`src/rtl/div_pkg.sv`:
```
`default_nettype none
// ============================================================================
//  Module   : div_pkg
//  Purpose  : Shared widths and exception codes for the divider issue stage.
//  Revision : 1.0 - initial release
// ============================================================================
package div_pkg;

    localparam int DIVIDEND_W  = 28;
    localparam int DIVISOR_W   = 20;
    localparam int Q_W         = 8;

    localparam int EXC_W       = 2;
    localparam int ISSUE_CNT_W = 16;
    localparam int EXC_CNT_W   = 8;

    typedef enum logic [EXC_W-1:0] {
        EXC_NONE = 2'b00,
        EXC_DIV0 = 2'b01,
        EXC_OVF  = 2'b10
    } exc_code_t;

endpackage : div_pkg
`default_nettype wire

```
`src/rtl/div_operand_issue_if.sv`:
```
`default_nettype none
// ============================================================================
//  Module   : div_operand_issue_if
//  Purpose  : Operand handshake and divider issue bus. The master side feeds
//             operands and issue credit; the slave side is the issue stage.
//  Revision : 1.0 - initial release
// ============================================================================
interface div_operand_issue_if #(
    parameter int DIVIDEND_W = div_pkg::DIVIDEND_W,
    parameter int DIVISOR_W  = div_pkg::DIVISOR_W
);
    import div_pkg::*;

    logic                   in_valid;
    logic                   in_ready;
    logic [DIVIDEND_W-1:0]  in_divided;
    logic [DIVISOR_W-1:0]   in_divisor;
    logic                   issue_en;
    logic                   start;
    logic [DIVIDEND_W-1:0]  divided;
    logic [DIVISOR_W-1:0]   divisor;
    logic [EXC_W-1:0]       exc_code;
    logic [ISSUE_CNT_W-1:0] issued_count;
    logic [EXC_CNT_W-1:0]   exc_count;

    modport master (
        output in_valid, in_divided, in_divisor, issue_en,
        input  in_ready, start, divided, divisor, exc_code,
               issued_count, exc_count
    );

    modport slave (
        input  in_valid, in_divided, in_divisor, issue_en,
        output in_ready, start, divided, divisor, exc_code,
               issued_count, exc_count
    );

endinterface : div_operand_issue_if
`default_nettype wire

```
`src/rtl/div_issue_fifo.sv`:
```
`default_nettype none
// ============================================================================
//  Module   : div_issue_fifo
//  Purpose  : Small synchronous FIFO holding classified operand entries.
//             Push is ignored when full, pop is ignored when empty.
//  Revision : 1.0 - initial release
// ============================================================================
module div_issue_fifo #(
    parameter int WIDTH = 8,
    parameter int DEPTH = 4
) (
    input  wire logic             clock,
    input  wire logic             reset,
    input  wire logic             i_push,
    input  wire logic             i_pop,
    input  wire logic [WIDTH-1:0] i_wdata,
    output logic      [WIDTH-1:0] o_rdata,
    output logic                  o_full,
    output logic                  o_empty
);
    localparam int ADDR_W = $clog2(DEPTH);
    localparam int CNT_W  = ADDR_W + 1;

    logic [WIDTH-1:0]  r_mem [DEPTH];
    logic [ADDR_W-1:0] r_wr_ptr;
    logic [ADDR_W-1:0] r_rd_ptr;
    logic [CNT_W-1:0]  r_count;

    logic w_push;
    logic w_pop;

    assign w_push  = i_push && !o_full;
    assign w_pop   = i_pop && !o_empty;
    assign o_full  = (r_count == CNT_W'(DEPTH));
    assign o_empty = (r_count == '0);
    assign o_rdata = r_mem[r_rd_ptr];

    // Storage array; contents need no reset because occupancy gates reads
    always_ff @(posedge clock) begin
        if (w_push) begin
            r_mem[r_wr_ptr] <= i_wdata;
        end
    end

    // Pointers and occupancy; pointers wrap naturally since DEPTH is 2^n
    always_ff @(posedge clock or posedge reset) begin
        if (reset) begin
            r_wr_ptr <= '0;
            r_rd_ptr <= '0;
            r_count  <= '0;
        end else begin
            if (w_push) begin
                r_wr_ptr <= r_wr_ptr + ADDR_W'(1);
            end
            if (w_pop) begin
                r_rd_ptr <= r_rd_ptr + ADDR_W'(1);
            end
            case ({w_push, w_pop})
                2'b10:   r_count <= r_count + CNT_W'(1);
                2'b01:   r_count <= r_count - CNT_W'(1);
                default: r_count <= r_count;
            endcase
        end
    end

endmodule : div_issue_fifo
`default_nettype wire

```
`src/rtl/div_operand_issue.sv`:
```
`default_nettype none
// ============================================================================
//  Module   : div_operand_issue
//  Purpose  : Accepts operand pairs, classifies them (normal / divide-by-zero
//             / quotient overflow), sanitises exceptional ones and issues one
//             operation per cycle to the pipelined divider in arrival order.
//  Revision : 1.0 - initial release
// ============================================================================
module div_operand_issue #(
    parameter int DIVIDEND_W = div_pkg::DIVIDEND_W,
    parameter int DIVISOR_W  = div_pkg::DIVISOR_W,
    parameter int Q_W        = div_pkg::Q_W,
    parameter int DEPTH      = 4
) (
    input  wire logic          clock,
    input  wire logic          reset,
    div_operand_issue_if.slave bus
);
    import div_pkg::*;

    localparam int ENTRY_W = DIVIDEND_W + DIVISOR_W + EXC_W;
    localparam int CMP_W   = (DIVIDEND_W > DIVISOR_W) ? DIVIDEND_W : DIVISOR_W;

    // Classification datapath (operands zero-extended to a common width)
    logic [CMP_W-1:0]      w_div_hi;
    logic [CMP_W-1:0]      w_dvs_ext;
    exc_code_t             w_code;
    logic [ENTRY_W-1:0]    w_entry;

    // FIFO interface
    logic                  w_push;
    logic                  w_pop;
    logic                  w_full;
    logic                  w_empty;
    logic [ENTRY_W-1:0]    w_head;
    logic [DIVIDEND_W-1:0] w_head_divided;
    logic [DIVISOR_W-1:0]  w_head_divisor;
    logic [EXC_W-1:0]      w_head_code;

    // Issue registers and counters
    logic                   r_start;
    logic [DIVIDEND_W-1:0]  r_divided;
    logic [DIVISOR_W-1:0]   r_divisor;
    logic [EXC_W-1:0]       r_exc_code;
    logic [ISSUE_CNT_W-1:0] r_issued_count;
    logic [EXC_CNT_W-1:0]   r_exc_count;

    assign w_div_hi  = CMP_W'(bus.in_divided) >> Q_W;
    assign w_dvs_ext = CMP_W'(bus.in_divisor);

    // Classify at push time; a zero divisor outranks overflow and exceptional
    // entries carry 0/1 so the divider never sees illegal operands
    always_comb begin
        w_code = EXC_NONE;
        if (w_dvs_ext == '0) begin
            w_code = EXC_DIV0;
        end else if (w_div_hi >= w_dvs_ext) begin
            w_code = EXC_OVF;
        end
        if (w_code == EXC_NONE) begin
            w_entry = {bus.in_divided, bus.in_divisor, w_code};
        end else begin
            w_entry = {DIVIDEND_W'(0), DIVISOR_W'(1), w_code};
        end
    end

    // No bypass: a full FIFO refuses input even if it pops this cycle
    assign bus.in_ready = !w_full && !reset;
    assign w_push       = bus.in_valid && bus.in_ready;
    assign w_pop        = !w_empty && bus.issue_en;

    div_issue_fifo #(
        .WIDTH (ENTRY_W),
        .DEPTH (DEPTH)
    ) u_fifo (
        .clock   (clock),
        .reset   (reset),
        .i_push  (w_push),
        .i_pop   (w_pop),
        .i_wdata (w_entry),
        .o_rdata (w_head),
        .o_full  (w_full),
        .o_empty (w_empty)
    );

    assign w_head_divided = w_head[ENTRY_W-1 -: DIVIDEND_W];
    assign w_head_divisor = w_head[EXC_W +: DIVISOR_W];
    assign w_head_code    = w_head[EXC_W-1:0];

    // Issue register: strobe start for one cycle, operands hold otherwise
    always_ff @(posedge clock or posedge reset) begin
        if (reset) begin
            r_start    <= 1'b0;
            r_divided  <= '0;
            r_divisor  <= '0;
            r_exc_code <= '0;
        end else if (w_pop) begin
            r_start    <= 1'b1;
            r_divided  <= w_head_divided;
            r_divisor  <= w_head_divisor;
            r_exc_code <= w_head_code;
        end else begin
            r_start    <= 1'b0;
        end
    end

    // Issue counter wraps; exception counter saturates at all-ones
    always_ff @(posedge clock or posedge reset) begin
        if (reset) begin
            r_issued_count <= '0;
            r_exc_count    <= '0;
        end else if (w_pop) begin
            r_issued_count <= r_issued_count + ISSUE_CNT_W'(1);
            if ((w_head_code != EXC_NONE) && (r_exc_count != '1)) begin
                r_exc_count <= r_exc_count + EXC_CNT_W'(1);
            end
        end
    end

    assign bus.start        = r_start;
    assign bus.divided      = r_divided;
    assign bus.divisor      = r_divisor;
    assign bus.exc_code     = r_exc_code;
    assign bus.issued_count = r_issued_count;
    assign bus.exc_count    = r_exc_count;

endmodule : div_operand_issue
`default_nettype wire

```
`src/flat_wrapper.sv`:
```
// flat-port wrapper written by rule: the top's interface ports become plain ports
module div_operand_issue_flat import div_pkg::*;
#(
    parameter int DIVIDEND_W = div_pkg::DIVIDEND_W,
    parameter int DIVISOR_W  = div_pkg::DIVISOR_W,
    parameter int Q_W        = div_pkg::Q_W,
    parameter int DEPTH      = 4
)
  (clock, reset, bus_in_valid, bus_in_divided, bus_in_divisor, bus_issue_en, bus_in_ready, bus_start, bus_divided, bus_divisor, bus_exc_code, bus_issued_count, bus_exc_count);
  div_operand_issue_if #(.DIVIDEND_W(DIVIDEND_W), .DIVISOR_W(DIVISOR_W)) bus_i ();
  input  wire logic clock;
  input  wire logic reset;
  input wire logic [$bits(bus_i.in_valid)-1:0] bus_in_valid;
  input wire logic [$bits(bus_i.in_divided)-1:0] bus_in_divided;
  input wire logic [$bits(bus_i.in_divisor)-1:0] bus_in_divisor;
  input wire logic [$bits(bus_i.issue_en)-1:0] bus_issue_en;
  output wire logic [$bits(bus_i.in_ready)-1:0] bus_in_ready;
  output wire logic [$bits(bus_i.start)-1:0] bus_start;
  output wire logic [$bits(bus_i.divided)-1:0] bus_divided;
  output wire logic [$bits(bus_i.divisor)-1:0] bus_divisor;
  output wire logic [$bits(bus_i.exc_code)-1:0] bus_exc_code;
  output wire logic [$bits(bus_i.issued_count)-1:0] bus_issued_count;
  output wire logic [$bits(bus_i.exc_count)-1:0] bus_exc_count;
  assign bus_i.in_valid = bus_in_valid;
  assign bus_i.in_divided = bus_in_divided;
  assign bus_i.in_divisor = bus_in_divisor;
  assign bus_i.issue_en = bus_issue_en;
  assign bus_in_ready = bus_i.in_ready;
  assign bus_start = bus_i.start;
  assign bus_divided = bus_i.divided;
  assign bus_divisor = bus_i.divisor;
  assign bus_exc_code = bus_i.exc_code;
  assign bus_issued_count = bus_i.issued_count;
  assign bus_exc_count = bus_i.exc_count;
  div_operand_issue #(.DIVIDEND_W(DIVIDEND_W), .DIVISOR_W(DIVISOR_W), .Q_W(Q_W), .DEPTH(DEPTH)) u_core (.clock(clock), .reset(reset), .bus(bus_i));
endmodule
```
`config.mk`:
```
export PLATFORM = sky130hd
export DESIGN_NAME = div_operand_issue_flat
export DESIGN_NICKNAME = d
export VERILOG_FILES = /design/src/rtl/div_pkg.sv /design/src/rtl/div_operand_issue_if.sv /design/src/rtl/div_issue_fifo.sv /design/src/rtl/div_operand_issue.sv /design/src/flat_wrapper.sv
export SDC_FILE = /design/constraint.sdc
export NUM_CORES = 1
export LEC_CHECK = 0
export BUFFER_PORTS_ARGS = -buffer_cell sky130_fd_sc_hd__buf_2
export CELL_PAD_IN_SITES_DETAIL_PLACEMENT = 1
export CELL_PAD_IN_SITES_GLOBAL_PLACEMENT = 1
export CORE_MARGIN = 5
export CORE_UTILIZATION = 25
export DETAILED_ROUTE_END_ITERATION = 8
export PLACE_DENSITY = 0.51
export SYNTH_ARGS = -nofsm -noshare
export SYNTH_HDL_FRONTEND = slang
export SYNTH_SLANG_ARGS = --single-unit
```
`constraint.sdc`:
```
create_clock -name clock -period 3.9 [get_ports clock]
set_clock_uncertainty 0.1 [all_clocks]
set_input_delay 0.39 -clock clock [delete_from_list [all_inputs] [get_ports clock]]
set_output_delay 0.39 -clock clock [all_outputs]
set_load 0.05 [all_outputs]
```
==> impl_summary.log, run 1 <==
INFO  metric wl_met3 = 1360 um
INFO  metric post-cts-setup-buffer-count = 0
INFO  metric slew_headroom = 24.7%
INFO  metric cts_repair_resize_count = 0
INFO  metric critPathMaxStageDelay = 0.76 ns
INFO  metric total_number_of_yosys_warnings = 0
INFO  metric dpl_cell_area = 12800 um^2
INFO  metric route.vias.total = 6710
INFO  metric top_layer = met4
INFO  metric grt-ovfl-total = 0
INFO  metric clockBufferDepth = 3
INFO  metric run_status = finished, final reports clean
INFO  metric fp.dieArea = 50300 um^2
INFO  metric start_kind = input port
INFO  metric p_per_area = 774 nW/um^2
INFO  metric internal_power = 6800 uW
INFO  metric htree_num_levels = 2
INFO  metric post_synth_instance_area = 11500 um^2
INFO  metric route.final.wire_length = 30800 um
INFO  metric max_slew.worst_pin.slew = 1.13 ns
INFO  metric nets = 989
INFO  metric clk_root_buffer_cell = clkbuf_16
INFO  metric floorplan.io_pins = 128
INFO  metric avgRoutedWirePerCell = 20.0 um
INFO  metric total_leakage_power = 0.00556 uW
INFO  metric share_comb_of_total_power = 32.0%
INFO  metric detail-route-antenna-nets = 0
INFO  metric final_critical_path_time_including_i_o_delays_and_setup = 2.69 ns
INFO  metric grt_antenna_before_repair = 1
INFO  metric synth.net_count = 851
INFO  metric die-height = 224 um
INFO  metric cts_made_buffers = 35
INFO  metric sequentialPowerShare = 39.1%
INFO  metric dp_hpwl = 19100 um
INFO  metric clk_pin_slew_worst_paths = 0.06 ns
INFO  metric cts_tree = yes
INFO  metric clkLatencyLatePin = 0.52 ns
INFO  metric initialDrtViolationCount = 276
INFO  metric timing.max_cap.violations = 0
INFO  metric placed_cells_incl_taps = 1472
INFO  metric min_period_over_period = 69.1%
INFO  metric place.gp.congestion = 0.748
INFO  metric switching_power = 3980 uW
INFO  metric sequential_fraction_of_the_synthesis_area = 70.2%
INFO  metric layout-area-overhead-vs-synth = 21.3%
INFO  metric end_kind = flop
INFO  metric core_area = 45400 um^2
INFO  metric number_of_detailed_route_iterations_in_the_first_pass = 4
INFO  metric wl_met1 = 14500 um
INFO  metric post_route_cells_drive_above_1_share = 26.7%
INFO  metric cp_data_arrival_time = 2.78 ns
INFO  metric crit_chain = buf_2 > inv_1 > ha_1 > and4_1 > nand2_1 > nor3_1 > a311o_2 > buf_4 > nor3_1
INFO  metric track_usage = 12.2%
INFO  metric hold_viol_final = 0
INFO  metric fin_util = 30.7%
INFO  metric rows = 78
INFO  metric achievable-frequency = 371 MHz
INFO  metric grt_first_pass_wirelength = 46700 um
INFO  metric i_o_buffers = 127
INFO  metric cts_sinks = 282
INFO  metric via_per_inst = 4.37
INFO  metric unrepaired_setup_endpoints_after_global_routing = false
INFO  metric worstSetupPathType = input port to flop
INFO  metric grt_start_max_net_pins = 61
INFO  metric critical-path-slowest-cell = a311o_2
INFO  metric timing.setup.tns = 0 ns
INFO  metric crit_top_cell = nor3_1
INFO  metric synth-seq-cells = 282
INFO  metric postSynthCellCount = 771
INFO  metric cts_hold_buffers = 0
INFO  metric wl_met2 = 14300 um
INFO  metric pwr-share-clk = 28.9%
INFO  metric remaining_drc_errors = 0
INFO  metric die_width = 224 um
INFO  metric finish.cell_count_without_fillers = 1534
INFO  metric min-delay-path-class = input port to asynchronous set/reset pin
INFO  metric post_layout_instance_area = 13900 um^2
INFO  metric synth.avg_cell_area = 14.9 um^2
INFO  metric worst-path-max-fanout = 33
INFO  metric nFillCells = 4845
INFO  metric timing.hold.ws = 0.00184 ns
INFO  metric post_synth_num_cell_types = 36
INFO  metric ir_worst_vdd = 0.000432 V
INFO  metric initial_standard_cell_utilization_of_the_core = 25.3%
INFO  metric sw_frac_of_total = 36.9%
INFO  metric worstPathRequired = 3.99 ns
INFO  metric grt_pass1_vias = 7425
INFO  metric final_report_max_slew_violation_count = 0
INFO  metric finalSetupViolations = 0
[registers in the layout (all words and copies together), names as in the netlist]
register                 flops
u_core.bus.start             1
u_core.u_fifo.r_rd_ptr       2
u_core.bus.exc_code          2
u_core.u_fifo.r_mem        200
u_core.u_fifo.r_count        3
u_core.u_fifo.r_wr_ptr       2
u_core.bus.divisor          20
u_core.bus.divided          28
u_core.bus.issued_count     16
u_core.bus.exc_count         8
[through the flow]
step	setup slack (ns)	power, uW
floorplan	0.482	6800
global placement	0.718	7810
detailed placement	0.702	7840
CTS	1.24	11000
global route	1.06	11400
finish	1.21	10800
[placed cells by master (no fill, tap or decap), types with 10 or more instances in the layout]
master     instances
buf_2            127
nand2_1          200
inv_1             28
nor3_1            47
a21oi_1           10
ha_1              27
buf_4             10
edfxtp_1         200
dfrtp_1           80
xnor2_1           24
mux4_2            50
clkbuf_16         35
[layer usage]
| metal | GRT usage, % | vias up |
|---|---|---|
| met1 | 16.8 | 3430 |
| met2 | 19.9 | 155 |
| met3 | 2.22 | 37 |
| met5 | 0 | - |
| met4 | 3.12 | 0 |
| li1 | - | 3088 |
[layout make-up]
cell class | instances | area, um^2 | area share, %
inverter | 30 | 115 | 0.827
clock buffer | 45 | 933 | 6.70
clock inverter | 16 | 159 | 1.14
multi-input combinational | 422 | 3170 | 22.8
timing repair buffer | 138 | 731 | 5.25
tap | 600 | 751 | 5.39
sequential | 282 | 8060 | 57.9
antenna | 1 | 2.50 | 0.0180
[final timing paths]
| kind | startpoint | endpoint | slack, ns | cells after the start |
|---|---|---|---|---|
| max | bus_in_divisor[19] | u_core.u_fifo.r_mem[2][38] | 1.21 | 9 |
| min | reset | u_core.u_fifo.r_count[2] | 0.002 | 2 |
| max reg2reg | u_core.u_fifo.r_count[0] | u_core.u_fifo.r_mem[0][49] | 1.46 | 4 |
| min reg2reg | u_core.bus.divisor[14] | u_core.bus.divisor[14] | 0.37 | 2 |
| max in group asynchronous | reset | u_core.bus.divided[3] | 2.79 | 3 |
| min in group clock | bus_in_divided[2] | u_core.u_fifo.r_mem[1][24] | 0.18 | 3 |
[cells in the mapped netlist (all sizes together)]
library cell  number  area (um^2)
edfxtp           200         6010
nand2            200          751
dfrtp             82         2050
mux4              50         1130
nor3              47          235
inv               30          113
ha                27          338
xnor2             24          210
clkbuf            23         86.3
buf               14         78.8
a21oi             10         50.1
nand3              9         45.0
and3               8         50.1
o21ai              7         35.0
nand4              6         37.5
nor4               6         37.5
nor2               5         18.8
and4               4         35.0
xor2               4         35.0
and2               2         12.5
a21o               1         7.51
a311o              1         10.0
a31oi              1         6.26
fa                 1         20.0
mux2               1         15.0
nand2b             1         6.26
nor2b              1         6.26
o21a               1         7.51
o221a              1         11.3
o31ai              1         21.3
or2                1         6.26
or3                1         6.26
or4                1         7.51
[cell families (layout without fill, tap and decap cells)]
group | Yosys count | after routing | share of synthesized area (%)
xor gates and xnor gates | 28 | 28 | 2.14
buffers and inverters | 67 | 229 | 2.42
adders and majority gates | 28 | 28 | 3.12
DFF | 282 | 282 | 70.2
other | 0 | 1 | 0
muxes | 51 | 51 | 9.94
AOI/OAI and AO/OA | 23 | 23 | 1.30
and+or+nand+nor | 292 | 292 | 10.9
[power groups by stage]
stage	Combinational, uW	Clock [uW]	Sequential, uW
after global routing	3720	3360	4300
final	3450	3110	4220
after floorplan	1560	0	5240
after CTS	3560	3220	4240
after global placement	3530	0	4280
after detailed placement	3550	0	4290
[critical path: cells and delay by family]
family	cells	cell delay (ns)
AOI/OAI and AO/OA	1	0.76
adders and majority gates	1	0.32
buffers and inverters	3	0.57
and+or+nand+nor	4	0.73
No activity file was read; power rests on OpenSTA's default activity.
==> run 2: changes to the inputs <==
Settings changed: PLACE_DENSITY 0.51 to 0.53.
Clock period 3.9 ns to 2.45 ns, I/O delays scaled along.
==> run 2 against run 1 <==
  * Flip-flop and latch count unchanged
  * Combinational power grew 67%
  * Highest routed layer unchanged
  * Critical endpoint is now u_core.u_fifo.r_mem[1][5]
  * Register-to-register slack got worse by 1.2 ns
  * Largest power group unchanged
==> impl_summary.log, run 2 (same netlist as run 1, synthesis figures left out) <==
INFO  metric run_status = finished, final reports clean
INFO  metric p_per_area = 1190 nW/um^2 (+54%)
INFO  metric rr_endpoint = u_core.u_fifo.r_count[2]
INFO  metric grt_pass1_vias = 7570 (+2.0%)
INFO  metric post_route_cells_drive_above_1_share = 30.4% (+3.8 points)
INFO  metric route.vias.total = 6907 (+2.9%)
INFO  metric number_of_antenna_repair_diodes = 0 (-1)
INFO  metric number_of_detailed_route_iterations_in_the_first_pass = 4 (unchanged)
INFO  metric timing.setup.tns = 0 ns (unchanged)
INFO  metric die-height = 224 um (unchanged)
INFO  metric end_kind = flop
INFO  metric register_with_the_most_flip_flops = u_core.u_fifo.r_mem
INFO  metric r2r.worst_path.cells = 10 (+6)
INFO  metric nFillCells = 4818 (-0.56%)
INFO  metric finalPower = 17400 uW (+61%)
INFO  metric fp.dieArea = 50300 um^2 (unchanged)
INFO  metric track_usage = 12.1% (-0.11 points)
INFO  metric hold_viol_final = 0 (unchanged)
INFO  metric max_slew.worst_pin.slew = 0.684 ns (-0.442 ns)
INFO  metric avgRoutedWirePerCell = 19.3 um (-3.6%)
INFO  metric crit_top_cell = nor3_1
INFO  metric finalSetupViolations = 0 (unchanged)
INFO  metric die_width = 224 um (unchanged)
INFO  metric core_area = 45400 um^2 (unchanged)
INFO  metric ff2ff_setup_slack = 0.28 ns (-1.18 ns)
INFO  metric critical-path-slowest-cell = dlygate4sd3_1
INFO  metric layout-area-overhead-vs-synth = 27.0%
INFO  metric start_kind = input port
INFO  metric i_o_buffers = 127 (unchanged)
INFO  metric route.final.wire_length = 30500 um (-0.72%)
INFO  metric pwr-share-clk = 28.8% (about the same)
INFO  metric grt_antenna_before_repair = 0 (-1)
INFO  metric sequentialPowerShare = 38.1% (-1.0 points)
INFO  metric cts_tree = yes
INFO  metric remaining_drc_errors = 0 (unchanged)
INFO  metric clk_pin_slew_worst_paths = 0.06 ns (about the same)
INFO  metric ir_worst_vdd = 0.000674 V (+56%)
INFO  metric sw_frac_of_total = 36.7% (-0.26 points)
INFO  metric rr_startpoint = u_core.u_fifo.r_count[0]
INFO  metric htree_num_levels = 1 (-1)
INFO  metric clk_root_buffer_cell = clkbuf_16
INFO  metric critPathTopFamily = buffers and inverters
INFO  metric worstSetupPathType = input port to flop
INFO  metric worst-path-max-fanout = 10 (-70%)
INFO  metric initialDrtViolationCount = 452 (+64%)
INFO  metric final_critical_path_time_including_i_o_delays_and_setup = 2.40 ns
INFO  metric switching_power = 6370 uW (+60%)
INFO  metric timing.critical_path.to = u_core.u_fifo.r_mem[1][5]
INFO  metric timing.max_cap.violations = 0 (unchanged)
INFO  metric worstPathRequired = 2.65 ns (-1.34 ns)
INFO  metric achievable-frequency = 417 MHz
INFO  metric floorplan.io_pins = 128 (unchanged)
INFO  metric critPathMaxStageDelay = 0.53 ns (-0.23 ns)
INFO  metric clockBufferDepth = 3 (unchanged)
INFO  metric detail-route-antenna-nets = 0 (unchanged)
INFO  metric min-delay-path-class = input port to flop
INFO  metric cp_data_arrival_time = 2.59 ns (-0.19 ns)
INFO  metric crit_chain = dlygate4sd3_1 > buf_2 > ha_1 > and4_1 > nand2_1 > nor3_1 > a311o_2 > buf_4 > nor3_1
INFO  metric grt_start_max_net_pins = 83 (+36%)
INFO  metric initial_standard_cell_utilization_of_the_core = 25.3% (unchanged)
INFO  metric final_report_max_slew_violation_count = 0 (unchanged)
INFO  metric nets = 1034 (+4.6%)
INFO  metric place.gp.congestion = 0.726 (-2.9%)
INFO  metric share_comb_of_total_power = 33.1% (+1.1 points)
INFO  metric cts_made_buffers = 31 (-11%)
INFO  metric via_per_inst = 4.37 (about the same)
INFO  metric dp_hpwl = 19700 um (+3.2%)
INFO  metric total_leakage_power = 0.00584 uW (+5.1%)
INFO  metric layout_setup_ws = 0.0536 ns (-1.15 ns)
INFO  metric number_of_buffer_and_inverter_stages_on_the_critical_path = 3 (unchanged)
INFO  metric clkLatencyLatePin = 0.56 ns (+0.04 ns)
INFO  metric post-cts-setup-buffer-count = 0 (unchanged)
INFO  metric cp_num_cells = 9 (unchanged)
INFO  metric largest_register_ffs = 200 (unchanged)
INFO  metric internal_power = 11000 uW (+62%)
INFO  metric dp_worst_setup_slack = -0.173 ns (-0.876 ns)
INFO  metric grt_first_pass_wirelength = 47100 um (+0.86%)
INFO  metric setup.worst_path.start = bus_in_divided[21]
INFO  metric most-common-layout-cells = nand2_1, edfxtp_1, buf_2
INFO  metric min_period_over_period = 97.8%
INFO  metric rows = 78 (unchanged)
INFO  metric grt-ovfl-total = 0 (unchanged)
INFO  metric slew_headroom = 54.4% (+30 points)
INFO  metric cts_sinks = 282 (unchanged)
INFO  metric fin_util = 32.1% (+1.4 points)
INFO  metric unrepaired_setup_endpoints_after_global_routing = true
==> run 2: cell types whose count changed in the layout (fill, tap and decap cells not counted), sizes merged <==
cell	before	now
clkinvlp	1	5
buf	138	162
clkinv	11	9
bufinv	3	6
diode	1	0
clkbuf	45	37
dlygate4sd3	0	25
==> run 2: worst register-to-register path: stages, from the launching register on <==
cell and delay [ns]:
dfrtp_1 0.43, inv_1 0.13, a31oi_2 0.11, and2_1 0.22, inv_1 0.07, ha_1 0.17
inv_1 0.07, fa_1 0.37, xor2_1 0.15, nor2_1 0.12, xor2_1 0.15
==> run 2: worst min-delay path by stage <==
stage / to / depth (start not counted) / from / slack (ns)
after global placement: u_core.u_fifo.r_count[2] / 3 / reset / 0.35
after global routing: u_core.u_fifo.r_mem[2][36] / 3 / bus_in_divided[14] / 0.0004
after floorplan: u_core.u_fifo.r_rd_ptr[0] / 2 / bus_issue_en / 0.34
after CTS: u_core.u_fifo.r_mem[2][36] / 3 / bus_in_divided[14] / 0.001
after detailed placement: u_core.bus.exc_count[3] / 3 / reset / 0.36
final: u_core.u_fifo.r_mem[2][36] / 3 / bus_in_divided[14] / 0.009
==> run 2: cell type report <==
type / instances / area (um^2) / share of cell area [%]
Clock buffer: 37 / 828 / 5.68
Clock inverter: 21 / 269 / 1.85
Inverter: 30 / 116 / 0.798
Multi-Input combinational cell: 422 / 3280 / 22.5
Sequential cell: 282 / 8060 / 55.3
Tap cell: 600 / 751 / 5.15
Timing Repair Buffer: 187 / 1270 / 8.74
==> run 2: metal layers <==
layer | wire [um] | GRT usage, %
met3 | 1500 | 2.40
met4 | 609 | 2.49
met1 | 14100 | 16.8
met5 | 0 | 0
met2 | 14300 | 19.7
==> run 2: stage by stage <==
step                instance area [um^2]  hold WS, ns  std cells
floorplan                          11500        0.343        771
global placement                   13100        0.351       1496
detailed placement                 13100        0.359       1496
finish                             14600      0.00869       1579
CTS                                14500      0.00101       1579
global route                       14600     0.000366       1579
==> run 2: power by group through the flow <==
stage	combinational, uW	clock (uW)	sequential [uW]
2_1_floorplan	2490	0	8340
3_3_place_gp	5840	0	6710
3_5_place_dp	5880	0	6730
4_1_cts	5930	5140	6640
5_1_grt	6250	5350	6740
6_report	5750	5000	6620
==> run 2: timing repair <==
action,CTS,global route
setup endpoints to repair,0,77
gates resized for setup,0,20
endpoints found under the hold margin,174,0
hold buffers,25,0
==> run 3: changes to the inputs <==
Settings changed: CTS_CLUSTER_DIAMETER set to 150, PLACE_DENSITY 0.53 to 0.57.
==> run 3 against run 2 <==
  * Maximum frequency shrank 1.6%
  * Non-clock buffer count grew 3
  * Combinational power hardly changed
  * Hold slack improved by 0.0087 ns
  * Worst setup slack got worse by 0.038 ns
  * Power is 0.96% lower
  * Count of clock-buffer cells in the layout rose by 1
  * Wire length decreased by 0.17%
  * Sequential share of layout area rose by 0.27 points
  * Highest routed layer unchanged
==> impl_summary.log, run 3 (same netlist as run 1, synthesis figures left out) <==
INFO  metric post_route_cells_drive_above_1_share = 30.4% (-0.031 points)
INFO  metric timing.max_cap.violations = 0 (unchanged)
INFO  metric achievable-frequency = 411 MHz (-1.6%)
INFO  metric end_kind = flop
INFO  metric die-height = 224 um (unchanged)
INFO  metric clk_pin_slew_worst_paths = 0.06 ns (about the same)
INFO  metric via_per_inst = 4.38 (about the same)
INFO  metric timing.hold.ws = 0.0173 ns (+0.00865 ns)
INFO  metric slew_headroom = 55.0% (+0.53 points)
INFO  metric track_usage = 12.1% (about the same)
INFO  metric critPathTopFamily = buffers and inverters
INFO  metric cts_made_buffers = 30 (-3.2%)
INFO  metric post-cts-setup-buffer-count = 0 (unchanged)
INFO  metric critPathMaxStageDelay = 0.53 ns (about the same)
INFO  metric grt_start_max_net_pins = 83 (unchanged)
INFO  metric route.vias.total = 6913 (+0.087%)
INFO  metric nFillCells = 4850 (+0.66%)
INFO  metric post_layout_instance_area = 14500 um^2 (-0.49%)
INFO  metric timing.setup.tns = 0 ns (unchanged)
INFO  metric floorplan.io_pins = 128 (unchanged)
INFO  metric layout-area-overhead-vs-synth = 26.3%
INFO  metric hold_viol_final = 0 (unchanged)
INFO  metric detail-route-antenna-nets = 0 (unchanged)
INFO  metric register_with_the_most_flip_flops = u_core.u_fifo.r_mem
INFO  metric number_of_buffer_and_inverter_stages_on_the_critical_path = 3 (unchanged)
INFO  metric initialDrtViolationCount = 380 (-16%)
INFO  metric cts_tree = yes
INFO  metric hold_start = bus_in_divisor[11]
INFO  metric min_period_over_period = 99.4% (+1.5 points)
INFO  metric htree_num_levels = 1 (unchanged)
INFO  metric remaining_drc_errors = 0 (unchanged)
INFO  metric number_of_detailed_route_iterations_in_the_first_pass = 5 (+1)
INFO  metric avgRoutedWirePerCell = 19.3 um (-0.23%)
INFO  metric crit_chain = dlygate4sd3_1 > buf_2 > ha_1 > a21o_1 > a21oi_1 > nor2b_1 > a311o_2 > buf_12 > nor3_1
INFO  metric cp_data_arrival_time = 2.65 ns (+0.06 ns)
INFO  metric rows = 78 (unchanged)
INFO  metric largest_register_ffs = 200 (unchanged)
INFO  metric core_area = 45400 um^2 (unchanged)
INFO  metric initial_standard_cell_utilization_of_the_core = 25.3% (unchanged)
INFO  metric wl_met1 = 14100 um (-0.11%)
INFO  metric place.gp.congestion = 0.762 (+4.9%)
INFO  metric worstPathRequired = 2.66 ns (about the same)
INFO  metric grt_pass1_vias = 7665 (+1.3%)
INFO  metric i_o_buffers = 127 (unchanged)
INFO  metric cts_sinks = 282 (unchanged)
INFO  metric die_width = 224 um (unchanged)
INFO  metric wl_met2 = 14500 um (+1.3%)
INFO  metric final_report_max_slew_violation_count = 0 (unchanged)
INFO  metric fp.dieArea = 50300 um^2 (unchanged)
INFO  metric grt_first_pass_wirelength = 47300 um (+0.25%)
INFO  metric clk_root_buffer_cell = clkbuf_16
INFO  metric run_status = finished, final reports clean
INFO  metric worst-path-max-fanout = 28 (+18)
INFO  metric final_critical_path_time_including_i_o_delays_and_setup = 2.43 ns (+0.0379 ns)
INFO  metric regArea = 8060 um^2 (unchanged)
INFO  metric total_leakage_power = 0.00583 uW (-0.20%)
INFO  metric finalSetupViolations = 0 (unchanged)
INFO  metric min-delay-path-class = input port to flop
INFO  metric max_slew.worst_pin.slew = 0.676 ns (-0.00799 ns)
INFO  metric wl_met3 = 1390 um (-7.4%)
INFO  metric clockBufferDepth = 3 (unchanged)
INFO  metric dpl_cell_area = 13100 um^2 (+0.11%)
INFO  metric nets = 1036 (+0.19%)
INFO  metric clkLatencyLatePin = 0.57 ns (about the same)
INFO  metric ir_worst_vdd = 0.000783 V (+16%)
INFO  metric worstSetupPathType = input port to flop
INFO  metric unrepaired_setup_endpoints_after_global_routing = true
INFO  metric route.final.wire_length = 30500 um (-0.17%)
INFO  metric grt_antenna_before_repair = 0 (unchanged)
INFO  metric top_layer = met4
INFO  metric start_kind = input port
INFO  metric number_of_antenna_repair_diodes = 0 (unchanged)
INFO  metric grt-ovfl-total = 0 (unchanged)
INFO  metric dp_hpwl = 19700 um (about the same)
INFO  metric p_per_area = 1190 nW/um^2 (-0.47%)
INFO  metric rr_startpoint = u_core.u_fifo.r_count[0]
INFO  metric most-common-layout-cells = nand2_1, edfxtp_1, buf_2
INFO  metric multi_input_logic_area = 3250 um^2 (-0.80%)
INFO  metric critical-path-slowest-cell = dlygate4sd3_1
INFO  metric setup.worst_path.start = bus_in_divided[25]
[run 3: changes by cell type in the layout (fill, tap and decap cells not counted), moves of 2 or more]
cell | before | now
buf_4 | 25 | 33
nor3_2 | 19 | 16
nor3_1 | 28 | 31
inv_6 | 2 | 0
buf_12 | 10 | 8
clkbuf_8 | 3 | 5
dlygate4sd3_1 | 25 | 22
[run 3: metrics by stage]
| stage | util (%) | worst slack [ns] | power (uW) | instances |
|---|---|---|---|---|
| 2_1_floorplan | - | -0.0343 | 10800 | 771 |
| 3_3_place_gp | 29.0 | -0.138 | 12500 | 1502 |
| 3_5_place_dp | 29.0 | -0.164 | 12600 | 1502 |
| 4_1_cts | 31.8 | 0.0140 | 17500 | 1580 |
| 5_1_grt | 32.0 | -0.0441 | 18200 | 1580 |
| 6_report | 32.0 | 0.0157 | 17200 | 1580 |
[run 3: power by group]
group / internal, uW / switching [uW] / leakage [uW]
sequential: 6120 / 497 / 0.00286
combinational: 1830 / 3930 / 0.00245
clock: 2920 / 1900 / 0.000518
[run 3: area by class of cell]
cell class | instances | share of cell area [%]
well taps | 600 | 5.17
multi-input cells | 422 | 22.4
clock inverters | 18 | 1.60
flip-flops and latches | 282 | 55.6
clock buffers | 38 | 5.73
repair buffers | 190 | 8.71
inverters | 30 | 0.802
[run 3: final timing paths]
kind,end,slack (ns),cells past startpoint
worst max-delay path,u_core.u_fifo.r_mem[3][12],0.02,9
worst min-delay path,u_core.u_fifo.r_mem[1][13],0.02,3
worst max register to register,u_core.u_fifo.r_count[2],0.31,10
worst min register to register,u_core.bus.issued_count[15],0.36,1
max in group asynchronous,u_core.u_fifo.r_rd_ptr[0],1.54,4
min in group asynchronous,u_core.bus.exc_count[2],0.30,4
[run 3: layer usage]
metal / up-vias / global-route usage [%]
met4: 0 / 2.12
met2: 155 / 19.9
met5: - / 0
li1: 3172 / -
met1: 3546 / 17.0
met3: 40 / 2.09
[run 3: repair_timing]
action | in CTS | in global routing
resized for setup | 0 | 16
hold endpoints to repair | 166 | 0
hold buffers | 22 | 0
endpoints found under the setup margin | 0 | 104
[run 3: tightest hold or removal path: cells and delay by family]
family	cells	cell delay (ns)
buffers and inverters	2	0.19
AND/OR/NAND/NOR	1	0.08
